`config.mk`:
```
export PLATFORM = sky130hd
export DESIGN_NAME = alu_req_issuer_flat
export DESIGN_NICKNAME = d
export VERILOG_FILES = /design/src/rtl/alu_req_issuer_if.sv /design/src/rtl/alu_req_issuer.sv /design/src/flat_wrapper.sv
export SDC_FILE = /design/constraint.sdc
export NUM_CORES = 1
export LEC_CHECK = 0
export BUFFER_PORTS_ARGS = -buffer_cell sky130_fd_sc_hd__buf_2
export CORE_MARGIN = 2
export CORE_UTILIZATION = 25
export CTS_CLUSTER_SIZE = 8
export DETAILED_ROUTE_END_ITERATION = 8
export PLACE_DENSITY_LB_ADDON = 0.05
export SYNTH_ARGS = -nofsm -noshare
export SYNTH_HDL_FRONTEND = slang
export SYNTH_SLANG_ARGS = --single-unit
```
`constraint.sdc`:
```
create_clock -name clk_i -period 1.63 [get_ports clk_i]
set_input_delay 0.4075 -clock clk_i [delete_from_list [all_inputs] [get_ports clk_i]]
set_output_delay 0.4075 -clock clk_i [all_outputs]
set_load 0.01 [all_outputs]
```
`src/rtl/alu_req_issuer_if.sv`:
```
//------------------------------------------------------------------------------
// Module   : alu_req_issuer_if
// Brief    : Request, ALU and response signal bundle for alu_req_issuer.
// Revision : 1.0
//------------------------------------------------------------------------------
`default_nettype none

interface alu_req_issuer_if #(
  parameter int CNT_W = 16
);
  logic             req_valid_i;
  logic             req_ready_o;
  logic [5:0]       req_op_i;
  logic [5:0]       req_funct_i;
  logic [31:0]      req_src1_i;
  logic [31:0]      req_src2_i;
  logic [31:0]      alu_src1_o;
  logic [31:0]      alu_src2_o;
  logic [3:0]       alu_ctrl_o;
  logic [31:0]      alu_result_i;
  logic             alu_zero_i;
  logic             rsp_valid_o;
  logic             rsp_ready_i;
  logic [31:0]      rsp_result_o;
  logic             rsp_zero_o;
  logic             rsp_err_o;
  logic [CNT_W-1:0] op_cnt_o;

  // Issuer side
  modport slave (
    input  req_valid_i, req_op_i, req_funct_i, req_src1_i, req_src2_i,
    input  alu_result_i, alu_zero_i, rsp_ready_i,
    output req_ready_o, alu_src1_o, alu_src2_o, alu_ctrl_o,
    output rsp_valid_o, rsp_result_o, rsp_zero_o, rsp_err_o, op_cnt_o
  );

  // Requester / consumer / ALU side
  modport master (
    output req_valid_i, req_op_i, req_funct_i, req_src1_i, req_src2_i,
    output alu_result_i, alu_zero_i, rsp_ready_i,
    input  req_ready_o, alu_src1_o, alu_src2_o, alu_ctrl_o,
    input  rsp_valid_o, rsp_result_o, rsp_zero_o, rsp_err_o, op_cnt_o
  );
endinterface

`default_nettype wire

```
`src/rtl/alu_req_issuer.sv`:
```
//------------------------------------------------------------------------------
// Module   : alu_req_issuer
// Brief    : Decodes MIPS ALU requests, drives an external ALU for one cycle
//            and returns the captured result through a valid/ready response.
// Revision : 1.0
//------------------------------------------------------------------------------
`default_nettype none

module alu_req_issuer #(
  parameter int CNT_W = 16
) (
  input  wire logic         clk_i,
  input  wire logic         rst_i,
  alu_req_issuer_if.slave   bus
);

  localparam logic [1:0] c_IDLE  = 2'd0;
  localparam logic [1:0] c_ISSUE = 2'd1;
  localparam logic [1:0] c_RESP  = 2'd2;

  logic [1:0]       r_state;
  logic [31:0]      r_src1;
  logic [31:0]      r_src2;
  logic [3:0]       r_ctrl;
  logic [31:0]      r_result;
  logic             r_zero;
  logic             r_err;
  logic [CNT_W-1:0] r_cnt;

  logic             w_legal;
  logic [3:0]       w_ctrl;

  always_comb begin
    w_legal = 1'b0;
    w_ctrl  = 4'b0000;
    unique case (bus.req_op_i)
      6'b000000: begin
        w_legal = 1'b1;
        unique case (bus.req_funct_i)
          6'b100100: w_ctrl = 4'b0000;
          6'b100101: w_ctrl = 4'b0001;
          6'b100000: w_ctrl = 4'b0010;
          6'b100010: w_ctrl = 4'b0110;
          6'b101010: w_ctrl = 4'b0111;
          default:   w_legal = 1'b0;
        endcase
      end
      6'b001000: begin w_legal = 1'b1; w_ctrl = 4'b0010; end
      6'b001010: begin w_legal = 1'b1; w_ctrl = 4'b0111; end
      6'b000100: begin w_legal = 1'b1; w_ctrl = 4'b0110; end
      default:   w_legal = 1'b0;
    endcase
  end

  always_ff @(posedge clk_i or negedge rst_i) begin
    if (!rst_i) begin
      r_state  <= c_IDLE;
      r_src1   <= '0;
      r_src2   <= '0;
      r_ctrl   <= '0;
      r_result <= '0;
      r_zero   <= 1'b0;
      r_err    <= 1'b0;
      r_cnt    <= '0;
    end else begin
      unique case (r_state)
        c_IDLE: begin
          if (bus.req_valid_i) begin
            if (w_legal) begin
              r_src1  <= bus.req_src1_i;
              r_src2  <= bus.req_src2_i;
              r_ctrl  <= w_ctrl;
              r_state <= c_ISSUE;
            end else begin
              // Undecodable requests bypass the ALU and answer with an error
              r_result <= '0;
              r_zero   <= 1'b0;
              r_err    <= 1'b1;
              r_state  <= c_RESP;
            end
          end
        end
        c_ISSUE: begin
          r_result <= bus.alu_result_i;
          r_zero   <= bus.alu_zero_i;
          r_err    <= 1'b0;
          r_state  <= c_RESP;
        end
        c_RESP: begin
          if (bus.rsp_ready_i) begin
            if (!r_err) r_cnt <= r_cnt + 1'b1;
            r_state <= c_IDLE;
          end
        end
        default: r_state <= c_IDLE;
      endcase
    end
  end

  // ALU inputs are only exposed while the operation is in flight
  assign bus.alu_src1_o   = (r_state == c_ISSUE) ? r_src1 : 32'd0;
  assign bus.alu_src2_o   = (r_state == c_ISSUE) ? r_src2 : 32'd0;
  assign bus.alu_ctrl_o   = (r_state == c_ISSUE) ? r_ctrl : 4'b0000;

  assign bus.req_ready_o  = (r_state == c_IDLE);
  assign bus.rsp_valid_o  = (r_state == c_RESP);
  assign bus.rsp_result_o = r_result;
  assign bus.rsp_zero_o   = r_zero;
  assign bus.rsp_err_o    = r_err;
  assign bus.op_cnt_o     = r_cnt;

endmodule

`default_nettype wire

```
`src/flat_wrapper.sv`:
```
// flat-port wrapper written by rule: the top's interface ports become plain ports
module alu_req_issuer_flat 
#(
  parameter int CNT_W = 16
)
  (clk_i, rst_i, bus_req_valid_i, bus_req_op_i, bus_req_funct_i, bus_req_src1_i, bus_req_src2_i, bus_alu_result_i, bus_alu_zero_i, bus_rsp_ready_i, bus_req_ready_o, bus_alu_src1_o, bus_alu_src2_o, bus_alu_ctrl_o, bus_rsp_valid_o, bus_rsp_result_o, bus_rsp_zero_o, bus_rsp_err_o, bus_op_cnt_o);
  alu_req_issuer_if #(.CNT_W(CNT_W)) bus_i ();
  input  wire logic clk_i;
  input  wire logic rst_i;
  input wire logic [$bits(bus_i.req_valid_i)-1:0] bus_req_valid_i;
  input wire logic [$bits(bus_i.req_op_i)-1:0] bus_req_op_i;
  input wire logic [$bits(bus_i.req_funct_i)-1:0] bus_req_funct_i;
  input wire logic [$bits(bus_i.req_src1_i)-1:0] bus_req_src1_i;
  input wire logic [$bits(bus_i.req_src2_i)-1:0] bus_req_src2_i;
  input wire logic [$bits(bus_i.alu_result_i)-1:0] bus_alu_result_i;
  input wire logic [$bits(bus_i.alu_zero_i)-1:0] bus_alu_zero_i;
  input wire logic [$bits(bus_i.rsp_ready_i)-1:0] bus_rsp_ready_i;
  output wire logic [$bits(bus_i.req_ready_o)-1:0] bus_req_ready_o;
  output wire logic [$bits(bus_i.alu_src1_o)-1:0] bus_alu_src1_o;
  output wire logic [$bits(bus_i.alu_src2_o)-1:0] bus_alu_src2_o;
  output wire logic [$bits(bus_i.alu_ctrl_o)-1:0] bus_alu_ctrl_o;
  output wire logic [$bits(bus_i.rsp_valid_o)-1:0] bus_rsp_valid_o;
  output wire logic [$bits(bus_i.rsp_result_o)-1:0] bus_rsp_result_o;
  output wire logic [$bits(bus_i.rsp_zero_o)-1:0] bus_rsp_zero_o;
  output wire logic [$bits(bus_i.rsp_err_o)-1:0] bus_rsp_err_o;
  output wire logic [$bits(bus_i.op_cnt_o)-1:0] bus_op_cnt_o;
  assign bus_i.req_valid_i = bus_req_valid_i;
  assign bus_i.req_op_i = bus_req_op_i;
  assign bus_i.req_funct_i = bus_req_funct_i;
  assign bus_i.req_src1_i = bus_req_src1_i;
  assign bus_i.req_src2_i = bus_req_src2_i;
  assign bus_i.alu_result_i = bus_alu_result_i;
  assign bus_i.alu_zero_i = bus_alu_zero_i;
  assign bus_i.rsp_ready_i = bus_rsp_ready_i;
  assign bus_req_ready_o = bus_i.req_ready_o;
  assign bus_alu_src1_o = bus_i.alu_src1_o;
  assign bus_alu_src2_o = bus_i.alu_src2_o;
  assign bus_alu_ctrl_o = bus_i.alu_ctrl_o;
  assign bus_rsp_valid_o = bus_i.rsp_valid_o;
  assign bus_rsp_result_o = bus_i.rsp_result_o;
  assign bus_rsp_zero_o = bus_i.rsp_zero_o;
  assign bus_rsp_err_o = bus_i.rsp_err_o;
  assign bus_op_cnt_o = bus_i.op_cnt_o;
  alu_req_issuer #(.CNT_W(CNT_W)) u_core (.clk_i(clk_i), .rst_i(rst_i), .bus(bus_i));
endmodule
```
# After elaboration in Yosys (flattened, before gate mapping)
# Index checks and enable logic that the tools add are counted.
[word_totals] input_bits=113 ff_bits=120 output_inout_bits=120
[op_classes] n_reduce_logical=9 n_addsub=1 bitwise=1 mux=20 n_eq_ne=13
[op_table] op="two-way mux 32 bit" count=4
[op_table] op="case mux 32 bit (2 select lines)" count=1
[op_table] op="equality test 6 bit, second input constant" count=5
[op_table] op="adder 16 x 1 -> 16 bit, second input constant" count=1
[op_table] op="case mux 4 bit (4 select lines)" count=1
[op_table] op="equality test 6 x 4 -> 1 bit, second input constant" count=2
[op_table] op="case mux 3 bit (4 select lines)" count=1
[op_table] op="AND reduction 3 bit" count=3
[op_table] op="equality test 6 x 3 -> 1 bit, second input constant" count=1
[op_table] op="zero test 6 bit" count=1
[op_table] op="two-way mux 2 bit" count=3
[op_table] op="!= test 2 bit, second input constant" count=3
[op_table] op="case mux 1 bit (2 select lines)" count=3
[op_table] op="case mux 2 bit (3 select lines)" count=1
[op_table] op="two-way mux 1 bit" count=5
[op_table] op="OR reduction 5 bit" count=1
[op_table] op="two-way mux 4 bit" count=1
[op_table] op="OR reduction 3 bit" count=1
[op_table] op="equality test 2 x 1 -> 1 bit, second input constant" count=1
[op_table] op="equality test 2 bit, second input constant" count=1
[op_table] op="zero test 2 bit" count=1
[op_table] op="AND reduction 2 bit" count=1
[op_table] op="nonzero test 2 bit" count=1
[op_table] op="inverter 1 bit" count=1

# Longest topological paths before layout
[depth] word_depth=7 mapped_depth=6

# Worst setup path after synthesis
# Ideal clock, no wire load.
[synth_path] path_type="input to register" from="in bus_req_op_i[1]" to="reg u_core.r_src1[29]" required_ns=1.503 stages=6 path_buffers=2 t_arrival_ns=2.071 path_slack_ns=-0.569 cell_sequence="nor4b_2 -> nand4_1 -> a2111oi_4 -> buf_4 -> buf_6 -> mux2_1"
[synth_between] elab_chain_len=4
[synth_rtl] item="from (decl)" line="flat_wrapper.sv:11" source="input wire logic [$bits(bus_i.req_op_i)-1:0] bus_req_op_i;"
[synth_rtl] item="equality test 6 x 4 -> 1 bit or equality test 6 x 3 -> 1 bit (tied branches)" line="alu_req_issuer.sv:36" source="unique case (bus.req_op_i)"
[synth_rtl] item="OR reduction 3 bit (no source line)"
[synth_rtl] item="case mux 1 bit (2 select lines) *" line="alu_req_issuer.sv:36"
[synth_rtl] item="AND reduction 3 bit (no source line) *"
[synth_rtl] item="to (signal assigned)" line="alu_req_issuer.sv:70" source="r_src1 <= bus.req_src1_i;"
[synth_rtl] item="to (decl)" line="alu_req_issuer.sv:22" source="logic [31:0] r_src1;"
# Mark *: on every way between the ends. The rest lies on a longest branch, timed or not.
# A chain may end at the register's enable or synchronous reset.

# Worst setup path in the final report
[layout_path] from="in bus_req_op_i[3]" to="reg u_core.r_src2[1]"
[layout_between] elab_chain_len=4
[layout_rtl] item="equality test 6 x 4 -> 1 bit or equality test 6 x 3 -> 1 bit (tied branches)" line="alu_req_issuer.sv:36"
[layout_rtl] item="OR reduction 3 bit (no source line)"
[layout_rtl] item="case mux 1 bit (2 select lines) *" line="alu_req_issuer.sv:36"
[layout_rtl] item="AND reduction 3 bit (no source line) *"
[layout_rtl] item="to (signal assigned)" line="alu_req_issuer.sv:71" source="r_src2 <= bus.req_src2_i;"
[layout_rtl] item="to (decl)" line="alu_req_issuer.sv:23" source="logic [31:0] r_src2;"
# Marked as above.

==> reports/results.tsv <==
metric	value	unit
clock tree buffer depth	2	
Min Clock Period, post-route	2.032	ns
Final Max Slew Viols	0	
CP Capture Type	register	
total grt overflow	0	
Clock Skew	0.009039	ns
layout cell share with drive strength beyond 1	60.20	%
highest clock rate	492.1	MHz
core box area	20100	um^2
syn_nets	499	
Reg clk slew, reported paths	0.05	ns
Setup CP Type	input port to register	
gr usage total	14.49	%
critical path fanouts, max	5	
Detailed Place HPWL	10.14	mm
CTS H-tree lvls	4	
leading area contributor after synthesis	dfrtp_1	
Worst path max stage delay	0.42	ns
Filler cells	1940	
EDFF count, synth	0	
number of buffers and inverters on the critical path	4	
# nets final	792	
Synth Cell Area	5079	um^2
global-route wire length before repair	24.25	mm
Worst setup SP type	input port	
sequential element share of the synthesized area	58.64	%
routability cong.	0.7139	
RSZ-0062 raised after global routing	yes	
Initial Utilization	25.26	%
failing checks	setup timing	
CP cell instances	buf_8, or3b_4, a21o_1, a2111oi_4, buf_6, buf_6, clkbuf_16, mux2_4	
post-synth top area share	58.64	%
later-pin clock latency in the skew report	0.41	ns
PnR worst setup slack	-0.4020	ns
delay-heaviest family, CP	compound AO/OA/AOI/OAI gates	
outcome	finished, violations left	
FP Rows	52	
maximum capacitance violations	0	
clock buffer count from CTS	17	
Yosys cell types	37	
Final Hold Viols	0	
CTS tree	done	
PortBufs	231	
DIE WIDTH	146.5	um
via count	4186	
vias in the first global route	4429	
most frequent CP cell	buf_6	
initial antenna violation count	0	
top_reg_cell synth	dfrtp_1	
Peak VDD IR	0.0005954	V
number of diodes	0	
synth top area cells	dfrtp_1 59%, mux2_2 11%, and2_1 8.3%	
Yosys warnings	0	
DR WL/cell	16.89	um
Yosys reg bits	119	
die span in y	146.5	um
DR vias/cell	4.356	
clock sinks	119	
Final Cycle Share	124.7	%
Setup Total Neg Slack	-43.60	ns
CP arrival	2.32	ns
Leakage	4.431	nW
DRC viols	0	
Max stage delay cell, worst path	a2111oi_4	
Hold Crit Class	input port to register	
placed insts	898	
CP required	1.92	ns
Setup Viol. Count Final	146	
largest net degree at the start of global routing	66	
DR pass1 iterations	4	
post-route ant nets	0	
Post-Syn Area per Cell	13.19	um^2
Die ar.	21470	um^2
Layout Area Growth over Synthesis	66.30	%
power per cell area	1040	nW/um^2
ys async rst share	100.0	%
Ports	233	
Mapped Cells	385	
Root Driver	clkbuf_16	
Iter 0 DRT Violations	137	
Post-Route WL	16.23	mm
Layout Cells excl Fill	961	
cell families after synthesis:
group | Yosys count | share of synthesized area [%]
adder cells (fa/ha/maj) | 1 | 0.2463
other | 1 | 0.07384
flip-flops | 119 | 58.64
multiplexers | 69 | 15.27
buffers and inverters | 25 | 2.390
AO/OA/AOI/OAI | 42 | 7.219
XOR/XNOR | 15 | 2.587
AND/OR/NAND/NOR | 113 | 13.57
layout by cell type, fill, tap and decap left out, drive strengths merged, types with 4 or more instances in the layout:
cell type  Yosys  routed
and3           5       5
nand2          7       7
nand4          5       5
buf            8     288
xnor2          9       9
nor2           6       6
clkbuf        15      28
mux2          68      68
nand3          7       7
dfrtp        119     119
clkinv         0       5
xor2           6       6
and2          67      67
clkinvlp       0       4
a22o          33      33
repair_timing:
| item | 4_1_cts | 5_1_grt |
|---|---|---|
| endpoints found under the setup margin | 147 | 181 |
| cloned | 4 | 9 |
| pin swaps | 9 | 10 |
| gates resized for setup | 101 | 24 |
| hold buffers | 1 | 0 |
| setup buffers | 12 | 11 |
| hold endpoints to repair | 3 | 0 |
final timing paths:
| path | startpoint | end | slack (ns) | cells past startpoint |
|---|---|---|---|---|
| max reg2reg | u_core.r_state[0] | u_core.r_src2[1] | -0.24 | 6 |
| max in group asynchronous | rst_i | u_core.bus.op_cnt_o[5] | 0.69 | 3 |
| min reg2reg | u_core.bus.op_cnt_o[15] | u_core.bus.op_cnt_o[15] | 0.46 | 1 |
| min in group asynchronous | rst_i | u_core.bus.rsp_result_o[12] | 0.36 | 2 |
| min | bus_rsp_ready_i | u_core.r_state[1] | 0.20 | 2 |
| max | bus_req_op_i[3] | u_core.r_src2[1] | -0.40 | 8 |
synth_stat cells, types with 2 or more instances:
cell        n
dfrtp_1   119
and2_1     67
mux2_2     49
a22o_1     33
mux2_1     19
clkbuf_1   15
xnor2_1     9
nand2_1     7
nand3_1     7
nor2_1      6
xor2_1      6
and3_1      5
nand4_1     5
buf_2       4
nand2b_1    3
nor3_1      3
nor4bb_1    3
a31oi_1     2
buf_4       2
buf_6       2
inv_1       2
o21ai_0     2
area by class of cell:
cell class / count / area [um^2] / share of cell area, %
repair buffers: 297 / 2147 / 25.42
flip-flops and latches: 119 / 2980 / 35.29
clock buffers: 20 / 446.7 / 5.289
inverters: 2 / 7.507 / 0.08889
multi-input cells: 241 / 2374 / 28.10
clock inverters: 12 / 152.6 / 1.807
well taps: 270 / 337.8 / 4.000
flip-flops by register name (all words and copies together) (netlist names):
| name | count |
|---|---|
| u_core.r_src1 | 32 |
| u_core.r_state | 2 |
| u_core.bus.op_cnt_o | 16 |
| u_core.r_src2 | 32 |
| u_core.r_ctrl | 3 |
| u_core.bus.rsp_result_o | 32 |
| u_core.bus.rsp_err_o | 1 |
| u_core.bus.rsp_zero_o | 1 |
layer usage:
metal	track usage, %	wire length (um)	vias up	share of wire [%]
met5	0	0	-	0
met4	3.544	172	0	1.1
met3	5.500	1076	12	6.6
met2	23.70	7833	150	48
met1	18.16	7150	2085	44
li1	-	-	1939	-
metrics by stage:
stage | hold slack, ns | utilization (%) | instance area, um^2 | setup WS, ns | total power, mW
after floorplan | 0.1119 | - | 5099 | -0.5081 | 4.068
after global placement | 0.2322 | 34.22 | 6880 | -0.6749 | 4.494
after detailed placement | 0.2277 | 34.22 | 6880 | -0.7435 | 4.539
after CTS | 0.1840 | 40.37 | 8115 | -0.3954 | 8.777
after global routing | 0.1827 | 42.01 | 8446 | -0.4695 | 9.224
final | 0.2028 | 42.01 | 8446 | -0.4020 | 8.785
power by group:
group          switching (mW)  internal, mW
registers               0.233          3.39
clock network            1.42          2.44
logic                   0.433         0.869
Note: power is estimated with default switching activity, not from simulation.
